`config.mk`:
```
export PLATFORM = sky130hd
export DESIGN_NAME = router_sync_param_flat
export DESIGN_NICKNAME = d
export VERILOG_FILES = /design/src/rtl/router_pkg.sv /design/src/rtl/router_sync_param_if.sv /design/src/rtl/router_sync_wdt.sv /design/src/rtl/router_sync_param.sv /design/src/flat_wrapper.sv
export SDC_FILE = /design/constraint.sdc
export NUM_CORES = 1
export LEC_CHECK = 0
export CELL_PAD_IN_SITES_DETAIL_PLACEMENT = 0
export CELL_PAD_IN_SITES_GLOBAL_PLACEMENT = 1
export CORE_UTILIZATION = 38
export CTS_BUF_LIST = sky130_fd_sc_hd__clkbuf_2 sky130_fd_sc_hd__clkbuf_4 sky130_fd_sc_hd__clkbuf_8
export DETAILED_ROUTE_END_ITERATION = 7
export HOLD_SLACK_MARGIN = 0.1
export PLACE_DENSITY_LB_ADDON = 0.1
export SLEW_MARGIN = 20
export SYNTH_ARGS = -nofsm -noshare
export SYNTH_HDL_FRONTEND = slang
export SYNTH_SLANG_ARGS = --single-unit
```
`constraint.sdc`:
```
create_clock -name clk -period 1.4 [get_ports clk]
set_clock_uncertainty 0.1 [all_clocks]
set_input_delay 0.42 -clock clk [delete_from_list [all_inputs] [get_ports clk]]
set_output_delay 0.42 -clock clk [all_outputs]
set_load 0.01 [all_outputs]
```
`src/rtl/router_pkg.sv`:
```
// router_pkg: shared defaults, port-index type and counter sizing for the router sync block
package router_pkg;
  localparam int DEF_NUM_PORTS = 3;
  localparam int DEF_ADDR_W    = 2;
  localparam int DEF_TIMEOUT   = 30;
  typedef logic [DEF_ADDR_W-1:0] port_idx_t;
  function automatic int cnt_w(input int t);
    return (t < 2) ? 1 : $clog2(t);
  endfunction
endpackage

```
`src/rtl/router_sync_param_if.sv`:
```
// router_sync_param_if: FSM/FIFO-side bus of the router sync block
// master drives detect_add, write_enb_reg, din, full, empty, read_enb;
// slave (the router sync block) drives wr_enb, fifo_full, vld_out, soft_rst, addr_err
interface router_sync_param_if
  import router_pkg::*;
#(
  parameter int NUM_PORTS = DEF_NUM_PORTS,
  parameter int ADDR_W    = DEF_ADDR_W
);
  logic                 detect_add;
  logic                 write_enb_reg;
  logic [ADDR_W-1:0]    din;
  logic [NUM_PORTS-1:0] full;
  logic [NUM_PORTS-1:0] empty;
  logic [NUM_PORTS-1:0] read_enb;
  logic [NUM_PORTS-1:0] wr_enb;
  logic                 fifo_full;
  logic [NUM_PORTS-1:0] vld_out;
  logic [NUM_PORTS-1:0] soft_rst;
  logic                 addr_err;
  modport master (
    output detect_add, write_enb_reg, din, full, empty, read_enb,
    input  wr_enb, fifo_full, vld_out, soft_rst, addr_err
  );
  modport slave (
    input  detect_add, write_enb_reg, din, full, empty, read_enb,
    output wr_enb, fifo_full, vld_out, soft_rst, addr_err
  );
endinterface

```
`src/rtl/router_sync_wdt.sv`:
```
// router_sync_wdt: single-port unread-data watchdog issuing a one-cycle soft reset
// clk/rst (async, active-low); i_vld port has data; i_rd port is read; o_soft_rst pulse
module router_sync_wdt
  import router_pkg::*;
#(
  parameter int TIMEOUT = DEF_TIMEOUT
) (
  input  logic clk,
  input  logic rst,
  input  logic i_vld,
  input  logic i_rd,
  output logic o_soft_rst
);
  localparam int W = cnt_w(TIMEOUT);
  localparam logic [W-1:0] LAST = W'(TIMEOUT - 1);
  logic [W-1:0] r_cnt;
  logic         r_soft_rst;
  logic         w_hit;
  assign w_hit      = i_vld && !i_rd && r_cnt == LAST;
  assign o_soft_rst = r_soft_rst;
  always_ff @(posedge clk or negedge rst)
    if (!rst) begin
      r_cnt      <= '0;
      r_soft_rst <= 1'b0;
    end else begin
      r_cnt      <= (!i_vld || i_rd || w_hit) ? '0 : r_cnt + 1'b1;
      r_soft_rst <= w_hit;
    end
endmodule

```
`src/rtl/router_sync_param.sv`:
```
// router_sync_param: address latch, write steering, full mux and per-port watchdogs for an N-port router
// clk/rst (async, active-low); bus carries FSM strobes, FIFO flags and the steered/status outputs
module router_sync_param
  import router_pkg::*;
#(
  parameter int NUM_PORTS = DEF_NUM_PORTS,
  parameter int ADDR_W    = DEF_ADDR_W,
  parameter int TIMEOUT   = DEF_TIMEOUT
) (
  input  logic               clk,
  input  logic               rst,
  router_sync_param_if.slave bus
);
  localparam logic [NUM_PORTS-1:0] ONE = 1;
  logic [ADDR_W-1:0]    r_addr;
  logic                 r_addr_vld;
  logic                 r_addr_err;
  logic [NUM_PORTS-1:0] w_sel;
  logic [NUM_PORTS-1:0] w_vld;
  logic [NUM_PORTS-1:0] w_soft_rst;
  always_ff @(posedge clk or negedge rst)
    if (!rst) begin
      r_addr     <= '0;
      r_addr_vld <= 1'b0;
      r_addr_err <= 1'b0;
    end else if (bus.detect_add) begin
      r_addr     <= bus.din;
      r_addr_vld <= 32'(bus.din) < NUM_PORTS;
      r_addr_err <= 32'(bus.din) >= NUM_PORTS;
    end
  // w_sel is zero for an invalid address, so writes are dropped and full never stalls the FSM
  assign w_sel         = r_addr_vld ? ONE << r_addr : '0;
  assign w_vld         = ~bus.empty;
  assign bus.wr_enb    = bus.write_enb_reg ? w_sel : '0;
  assign bus.fifo_full = |(bus.full & w_sel);
  assign bus.vld_out   = w_vld;
  assign bus.addr_err  = r_addr_err;
  assign bus.soft_rst  = w_soft_rst;
  for (genvar i = 0; i < NUM_PORTS; i++) begin : g_wdt
    router_sync_wdt #(.TIMEOUT(TIMEOUT)) u_wdt (
      .clk       (clk),
      .rst       (rst),
      .i_vld     (w_vld[i]),
      .i_rd      (bus.read_enb[i]),
      .o_soft_rst(w_soft_rst[i])
    );
  end
endmodule

```
`src/flat_wrapper.sv`:
```
// flat-port wrapper written by rule: the top's interface ports become plain ports
module router_sync_param_flat import router_pkg::*;
#(
  parameter int NUM_PORTS = DEF_NUM_PORTS,
  parameter int ADDR_W    = DEF_ADDR_W,
  parameter int TIMEOUT   = DEF_TIMEOUT
)
  (clk, rst, bus_detect_add, bus_write_enb_reg, bus_din, bus_full, bus_empty, bus_read_enb, bus_wr_enb, bus_fifo_full, bus_vld_out, bus_soft_rst, bus_addr_err);
  router_sync_param_if #(.NUM_PORTS(NUM_PORTS), .ADDR_W(ADDR_W)) bus_i ();
  input  logic clk;
  input  logic rst;
  input wire logic [$bits(bus_i.detect_add)-1:0] bus_detect_add;
  input wire logic [$bits(bus_i.write_enb_reg)-1:0] bus_write_enb_reg;
  input wire logic [$bits(bus_i.din)-1:0] bus_din;
  input wire logic [$bits(bus_i.full)-1:0] bus_full;
  input wire logic [$bits(bus_i.empty)-1:0] bus_empty;
  input wire logic [$bits(bus_i.read_enb)-1:0] bus_read_enb;
  output wire logic [$bits(bus_i.wr_enb)-1:0] bus_wr_enb;
  output wire logic [$bits(bus_i.fifo_full)-1:0] bus_fifo_full;
  output wire logic [$bits(bus_i.vld_out)-1:0] bus_vld_out;
  output wire logic [$bits(bus_i.soft_rst)-1:0] bus_soft_rst;
  output wire logic [$bits(bus_i.addr_err)-1:0] bus_addr_err;
  assign bus_i.detect_add = bus_detect_add;
  assign bus_i.write_enb_reg = bus_write_enb_reg;
  assign bus_i.din = bus_din;
  assign bus_i.full = bus_full;
  assign bus_i.empty = bus_empty;
  assign bus_i.read_enb = bus_read_enb;
  assign bus_wr_enb = bus_i.wr_enb;
  assign bus_fifo_full = bus_i.fifo_full;
  assign bus_vld_out = bus_i.vld_out;
  assign bus_soft_rst = bus_i.soft_rst;
  assign bus_addr_err = bus_i.addr_err;
  router_sync_param #(.NUM_PORTS(NUM_PORTS), .ADDR_W(ADDR_W), .TIMEOUT(TIMEOUT)) u_core (.clk(clk), .rst(rst), .bus(bus_i));
endmodule
```
## Word-level counts from Yosys, hierarchy flattened

Cells that the tools add are included.
Widths: inputs -> output; s select.

- Add/subtract/negate cells: 3
- Bitwise operators: 2
- Order comparisons: 2
- Multiplexer cells: 5
- Shift operators: 1
- Reductions and logical operators: 19
- Eq/ne operators: 3

Operator list:

| cell | number |
|---|---|
| $add 5x1->5 const B | 3 |
| $eq 5x5->1 const B | 3 |
| $mux 5 | 3 |
| $logic_and 1x1->1 | 6 |
| $logic_not 1->1 | 6 |
| $logic_or 1x1->1 | 6 |
| $mux 3 | 2 |
| $and 3x3->3 | 1 |
| $not 3->3 | 1 |
| $reduce_or 3->1 | 1 |
| $shl 1x2->3 const A | 1 |
| $ge 2x2->1 const B | 1 |
| $lt 2x2->1 const B | 1 |

- Output and inout bits: 11
- Bits in registers: 22
- Bits of input ports: 15
- Word-level logic and storage cells: 44

## Logic depth before layout (Yosys ltp)

Gate-level depths: netlist of the first run.

- Depth in word-level cells: 5
- Mapped depth: 5
- Gate-level depth less buffers: 5

## Cells and area by module

A second synthesis of the first run with hierarchy kept.

- Cells, all modules: 88
- Area total of the unflattened synthesis: 982.2 um^2

Modules (own cells, without submodules):

| module | area an instance (um^2) | seq. area each (um^2) | cells each | times used |
|---|---|---|---|---|
| router_sync_wdt | 255.2 | 150.1 | 22 | 3 |
| router_sync_param | 216.5 | 100.1 | 22 | 1 |

## Least setup slack after synthesis of the first run

OpenSTA, ideal clock, no wires.

- Path type: input-to-output
- From: input bus_write_enb_reg
- To: output bus_wr_enb[2]
- Setup slack: 67 ps
- Buffers on the path: 0
- Data required time: 880 ps
- Arrival time: 813 ps
- Stages on the path: 2
- Cells stage by stage: nand2_1 nor3b_1

- Cells in the longest elaborated chain, start to end: 1

RTL lines:

| element | RTL line | source |
|---|---|---|
| start: declaration | flat_wrapper.sv:13 | `input wire logic [$bits(bus_i.write_enb_reg)-1:0] bus_write_enb_reg;` |
| $mux 3 | router_sync_param.sv:34 | `assign bus.wr_enb = bus.write_enb_reg ? w_sel : '0;` |
| end: declaration | flat_wrapper.sv:18 | `output wire logic [$bits(bus_i.wr_enb)-1:0] bus_wr_enb;` |

No other way between the ends.

## Final worst setup path of the first run

- From: input bus_full[1]
- To: output bus_fifo_full

- Cells in the longest elaborated chain, start to end: 2

RTL lines:

| element | RTL line | source |
|---|---|---|
| start: declaration | flat_wrapper.sv:15 | `input wire logic [$bits(bus_i.full)-1:0] bus_full;` |
| $and 3x3->3 | router_sync_param.sv:35 | `assign bus.fifo_full = \|(bus.full & w_sel);` |
| $reduce_or 3->1 | router_sync_param.sv:35 |  |
| end: declaration | flat_wrapper.sv:19 | `output wire logic [$bits(bus_i.fifo_full)-1:0] bus_fifo_full;` |

No other way between the ends.

==> results of run 1 <==
-- routing by layer --
metal	part of all wire, %	routed length (um)
met3	7.0	121
met2	47	813
met5	0	0
met4	1.4	24
met1	45	782
-- report_power, final --
| part | total (mW) | switching, mW | internal, mW |
|---|---|---|---|
| registers | 0.672 | 0.0187 | 0.654 |
| clock network | 0.340 | 0.181 | 0.159 |
| logic | 0.156 | 0.0670 | 0.0892 |
-- cells by family after synthesis --
| logic type | after synthesis | synth area share, % |
|---|---|---|
| AND/OR/NAND/NOR | 40 | 18.3 |
| flip-flops | 22 | 54.5 |
| buffers and inverters | 13 | 7.05 |
| XOR/XNOR | 9 | 7.80 |
| adder cells (fa/ha/maj) | 6 | 7.43 |
| AO/OA/AOI/OAI | 3 | 1.73 |
| multiplexers | 3 | 3.22 |
-- worst max-delay path by stage --
stage                    endpoint  slack [ns]  depth (start not counted)              start
finish              bus_fifo_full       -0.36                          5        bus_full[1]
floorplan           bus_wr_enb[2]        0.07                          2  bus_write_enb_reg
detailed placement  bus_wr_enb[2]       -0.83                          4  bus_write_enb_reg
global placement    bus_wr_enb[2]       -0.82                          4  bus_write_enb_reg
CTS                 bus_fifo_full       -0.39                          4   u_core.r_addr[1]
global route        bus_fifo_full       -0.43                          4   u_core.r_addr[1]
-- layout by cell type, fill, tap and decap left out, types with 2 or more instances in the layout --
cell type	Yosys	routed
ha_1	6	6
nand2_1	4	3
dfrtp_1	22	22
nand4_1	3	3
nor3_1	4	4
nor2_1	18	18
buf_2	0	10
inv_1	7	7
dlygate4sd2_1	0	6
clkdlybuf4s50_1	0	8
xnor2_1	3	3
mux2_1	2	2
nor3b_2	0	2
xor2_1	6	6
buf_4	6	7
clkbuf_4	0	3
nand3_1	7	7
-- stage by stage --
step,instance area [sq um],utilization [%],hold slack [ns],setup WS (ns),instances
detailed placement,1310,52.5,0.390,-0.833,151
global route,1320,52.8,0.337,-0.428,157
CTS,1310,52.5,0.336,-0.392,157
finish,1320,52.8,0.350,-0.364,157
global placement,1310,52.5,0.374,-0.821,151
floorplan,1010,-,0.0244,0.0668,96
-- sequential cells by signal, indices dropped and copies added (netlist names) --
signal and count:
u_core.g_wdt.u_wdt.r_cnt 15, u_core.r_addr 2, u_core.g_wdt.u_wdt.o_soft_rst 3, u_core.bus.addr_err 1, u_core.r_addr_vld 1
-- timing repair --
action                                  in CTS  in global routing
pin swaps                                    5                  1
resized for setup                           53                  1
gates cloned                                 0                  0
hold buffers                                 0                  0
endpoints found under the hold margin        0                  0
endpoints found under the setup margin      11                  5
buffers inserted                             2                  0
-- layout make-up --
type                       count  area [sq um]  area share, %
inverter                       7          26.3           1.99
timing repair buffer          33           267           20.2
multi-input combinational     61           402           30.5
clock buffer                   4          36.3           2.75
sequential                    22           551           41.7
tap                           30          37.5           2.85
-- worst max-delay path: stages --
cell and delay, ns:
clkdlybuf4s50_1 0.45, nand3b_1 0.07, o21ai_1 0.07, and2_1 0.12, buf_2 0.12
==> flow_metrics.env, run 1 <==
export IMPL_io_pins=26
export IMPL_clock_sinks=22
export IMPL_cts_max_level=1
export IMPL_clock_path_buffers=2
export IMPL_grt_pass1_wl_mm=2.96
export IMPL_firstDrtPassIters=2
export IMPL_die_h_um=53.6
export IMPL_status="complete, but fails checks"
export IMPL_grt_max_degree=23
export IMPL_tritoncts="built"
export IMPL_path_clk_slew_ns=0.12
export IMPL_yosysUniqueCellTypes=19
export IMPL_drive_gt1_share_pct=20.5
export IMPL_finalSetupViolations=4
export IMPL_crit_path_end_kind="output port"
export IMPL_required_ns=0.88
export IMPL_syn_to_final_growth_pct=30.4
export IMPL_syn_nets=117
export IMPL_slew_headroom_pct=88.0
export IMPL_clock_latency_ns=0.30
export IMPL_synthTopCellsByCount="dfrtp_1 (22), nor2_1 (18), inv_1 (7), nand3_1 (7)"
export IMPL_synth_top_cell_area_share_pct=54.5
export IMPL_slew_viol_final=0
export IMPL_numCtsBuffers=3
export IMPL_die_area_sq_mm=0.00287
export IMPL_grtUsageMet2_pct=25.2
export IMPL_antenna_cells=0
export IMPL_grt_pass1_vias=702
export IMPL_antenna_found_initial=0
export IMPL_wl_per_cell_um=11.1
export IMPL_synth_cells=96
export IMPL_ys_flop_type="dfrtp_1"
export IMPL_final_min_clock_period_ns=1.76
export IMPL_worst_pin_slew_ns=0.180
export IMPL_met3_usage_pct=4.24
export IMPL_crit_fanout=1
export IMPL_power_density_mw_per_mm2=886
export IMPL_num_vias=745
export IMPL_die_x_um=53.6
export IMPL_cp_arrival_ns=1.24
export IMPL_vias_per_cell=4.75
export IMPL_drc_errors=0
export IMPL_yosysWarnings=0
export IMPL_peakVddDrop_mv=0.484
export IMPL_avgSynthCellArea_sq_um=10.5
export IMPL_initialDrtViolationCount=3
export IMPL_clock_root_buffer="clkbuf_4"
export IMPL_ys_ff_latch=22
export IMPL_hold_class="primary input to asynchronous set/reset pin"
export IMPL_r2r_setup_slack_ns=0.21
export IMPL_synth_edff_count=0
export IMPL_p_leak_nw=0.645
export IMPL_use_met1_pct=17.3
export IMPL_max_freq_ghz=0.567
export IMPL_layout_setup_ws_ns=-0.364
export IMPL_critical_path_class="primary input to output port"
export IMPL_routabilityCongestion=0.748
export IMPL_grt_busiest_layer="met2"
export IMPL_r2r_start="u_core.g_wdt[0].u_wdt.r_cnt[0]"
export IMPL_max_cap_viol_count=0
export IMPL_postRouteAntennaNets=0
export IMPL_grt_overflow=0
export IMPL_r2r_cells=4
export IMPL_yosys_area_top_type="dfrtp_1"
export IMPL_power_mw=1.17
export IMPL_synth_area_top_cells="dfrtp_1 (54%), ha_1 (7.4%), nor2_1 (6.7%)"
export IMPL_hold_viol=0
export IMPL_fin_nets=149
export IMPL_fill_cells=244
export IMPL_hpwl_mm=1.27
export IMPL_ys_seq_area_share_pct=54.5
export IMPL_synth_async_reset_ratio_pct=100
export IMPL_syn_area_sq_mm=0.00101
export IMPL_wl_mm=1.74
export IMPL_rsz0062_at_grt="true"
export IMPL_core_area_sq_mm=0.00250
export IMPL_portBuffers=25
export IMPL_critPathLaunchType="primary input"
export IMPL_r2r_end="u_core.g_wdt[0].u_wdt.r_cnt[2]"
export IMPL_tns_ns=-1.23
export IMPL_period_share_pct=126
export IMPL_synth_most_common_cell="dfrtp_1"
export IMPL_grt_usage_pct=14.8
export IMPL_rows=18
export IMPL_violations="negative setup slack"
export IMPL_start_util_pct=40.4
Note: power is estimated with default switching activity, not from simulation.
==> run 2, diff against run 1 <==
Settings changed: SETUP_SLACK_MARGIN set to 0.1.
==> flow_metrics.env, run 2 (synthesized netlist as in run 1, its figures left out) <==
export IMPL_crit_fanout=5
export IMPL_die_h_um=53.6
export IMPL_syn_to_final_growth_pct=30.9
export IMPL_grt_overflow=0
export IMPL_clock_path_buffers=2
export IMPL_critical_path_class="register to output port"
export IMPL_power_density_mw_per_mm2=985
export IMPL_drive_gt1_share_pct=23.8
export IMPL_layout_setup_ws_ns=-0.391
export IMPL_finalSetupViolations=4
export IMPL_rsz0062_at_grt="true"
export IMPL_worst_pin_slew_ns=0.177
export IMPL_crit_family="flip-flops"
export IMPL_placed_cell_area_sq_mm=0.00132
export IMPL_post_cts_setup_buffers=0
export IMPL_p_leak_nw=0.641
export IMPL_rows=18
export IMPL_required_ns=0.88
export IMPL_top_register="u_core.g_wdt.u_wdt.r_cnt"
export IMPL_io_pins=26
export IMPL_initialDrtViolationCount=1
export IMPL_die_x_um=53.6
export IMPL_critPathBufInv=1
export IMPL_hold_viol=0
export IMPL_clock_sinks=22
export IMPL_crit_chain="mux2i_1, o21ai_1, and2_1, buf_2"
export IMPL_path_clk_slew_ns=0.13
export IMPL_clock_root_buffer="clkbuf_4"
export IMPL_postRouteAntennaNets=0
export IMPL_numCtsBuffers=3
export IMPL_mostFrequentLayoutCells="dfrtp_1 (21), nor2_1 (18), buf_2 (9), clkdlybuf4s50_1 (8)"
export IMPL_slew_headroom_pct=88.2
export IMPL_max_cap_viol_count=0
export IMPL_layout_commonest_cell="dfrtp_1"
export IMPL_portBuffers=25
export IMPL_wl_mm=1.72
export IMPL_drc_errors=0
export IMPL_hpwl_mm=1.22
export IMPL_routabilityCongestion=0.742
export IMPL_die_area_sq_mm=0.00287
export IMPL_antenna_cells=0
export IMPL_crit_path_max_incr_delay_ns=0.43
export IMPL_start_util_pct=40.4
export IMPL_vias_per_cell=4.74
export IMPL_grt_usage_pct=14.1
export IMPL_status="complete, but fails checks"
export IMPL_grt_pass1_wl_mm=2.82
export IMPL_slew_viol_final=0
export IMPL_final_min_clock_period_ns=1.79
export IMPL_largest_reg_flops=15
export IMPL_clock_latency_ns=0.31
export IMPL_hold_class="primary input to register"
export IMPL_final_area_sq_mm=0.00132
export IMPL_core_area_sq_mm=0.00250
export IMPL_r2r_setup_slack_ns=0.21
export IMPL_violations="negative setup slack"
export IMPL_cts_max_level=1
export IMPL_wl_per_cell_um=11.1
export IMPL_power_mw=1.30
export IMPL_crit_path_end_kind="output port"
export IMPL_max_freq_ghz=0.558
export IMPL_tritoncts="built"
export IMPL_grt_max_degree=23
export IMPL_peakVddDrop_mv=0.522
export IMPL_critPathLaunchType="register"
export IMPL_cts_hold_buf=0
export IMPL_num_vias=739
export IMPL_fin_nets=148
export IMPL_cp_arrival_ns=1.27
export IMPL_grt_pass1_vias=675
export IMPL_firstDrtPassIters=2
export IMPL_antenna_found_initial=0
export IMPL_cpMaxStageDelayCell="dfrtp_1"
export IMPL_period_share_pct=128
[run 2: cell types whose count changed in the layout (fill, tap and decap cells not counted), sizes merged]
cell	before	now
clkbuf	4	6
buf	19	18
dlygate4sd2	6	3
bufinv	0	1
[run 2: per-stage QoR]
stage	TNS, ns	cells	util [%]	hold slack (ns)	setup slack [ns]
2_1_floorplan	0	96	-	0.0244	0.0668
3_3_place_gp	-6.35	152	52.8	0.381	-0.825
3_5_place_dp	-6.67	152	52.8	0.392	-0.836
4_1_cts	-1.18	156	52.6	0.344	-0.426
5_1_grt	-1.36	156	53.0	0.250	-0.467
6_report	-1.09	156	53.0	0.256	-0.391
[run 2: path summary, 6_finish.rpt]
kind / startpoint / endpoint / cells past startpoint
max: u_core.r_addr[1] / bus_fifo_full / 4
min: bus_empty[2] / u_core.g_wdt[2].u_wdt.o_soft_rst / 3
max reg2reg: u_core.g_wdt[1].u_wdt.r_cnt[0] / u_core.g_wdt[1].u_wdt.r_cnt[2] / 4
min reg2reg: u_core.g_wdt[0].u_wdt.r_cnt[0] / u_core.g_wdt[0].u_wdt.r_cnt[0] / 1
max in group asynchronous: rst / u_core.r_addr[0] / 2
min in group asynchronous: rst / u_core.g_wdt[1].u_wdt.r_cnt[4] / 2
[run 2: report_power, final]
group	switching, mW	leakage (nW)	internal, mW	total, mW
Sequential	0.0193	0.294	0.654	0.673
Combinational	0.0658	0.319	0.0828	0.149
Clock	0.192	0.0279	0.289	0.482
Total	0.277	0.641	1.03	1.30
[run 2: worst reg2reg max path, cell delays in order, from the launching register on]
cell     delay (ns)
dfrtp_1        0.43
ha_1           0.21
nand4_1        0.11
nand2_1        0.14
nor2_1         0.14
[run 2: cell type report]
type,count,area [sq um]
well taps,30,37.5
fillers,231,1180
inverters,7,26.3
repair buffers,32,254
clock inverters,1,30.0
flip-flops and latches,22,552
multi-input cells,61,402
clock buffers,3,22.5
[run 2: routing by layer]
layer / global-route usage [%] / share of wire [%] / up-vias
met4: 7.89 / 1.4 / 0
li1: - / - / 368
met1: 16.8 / 47 / 348
met2: 22.7 / 45 / 19
met5: 0 / 0 / -
met3: 3.95 / 6.9 / 4
[run 2: what timing repair did]
action | CTS | global route
pin swaps | 4 | 2
resized for setup | 54 | 9
setup endpoints to repair | 11 | 14
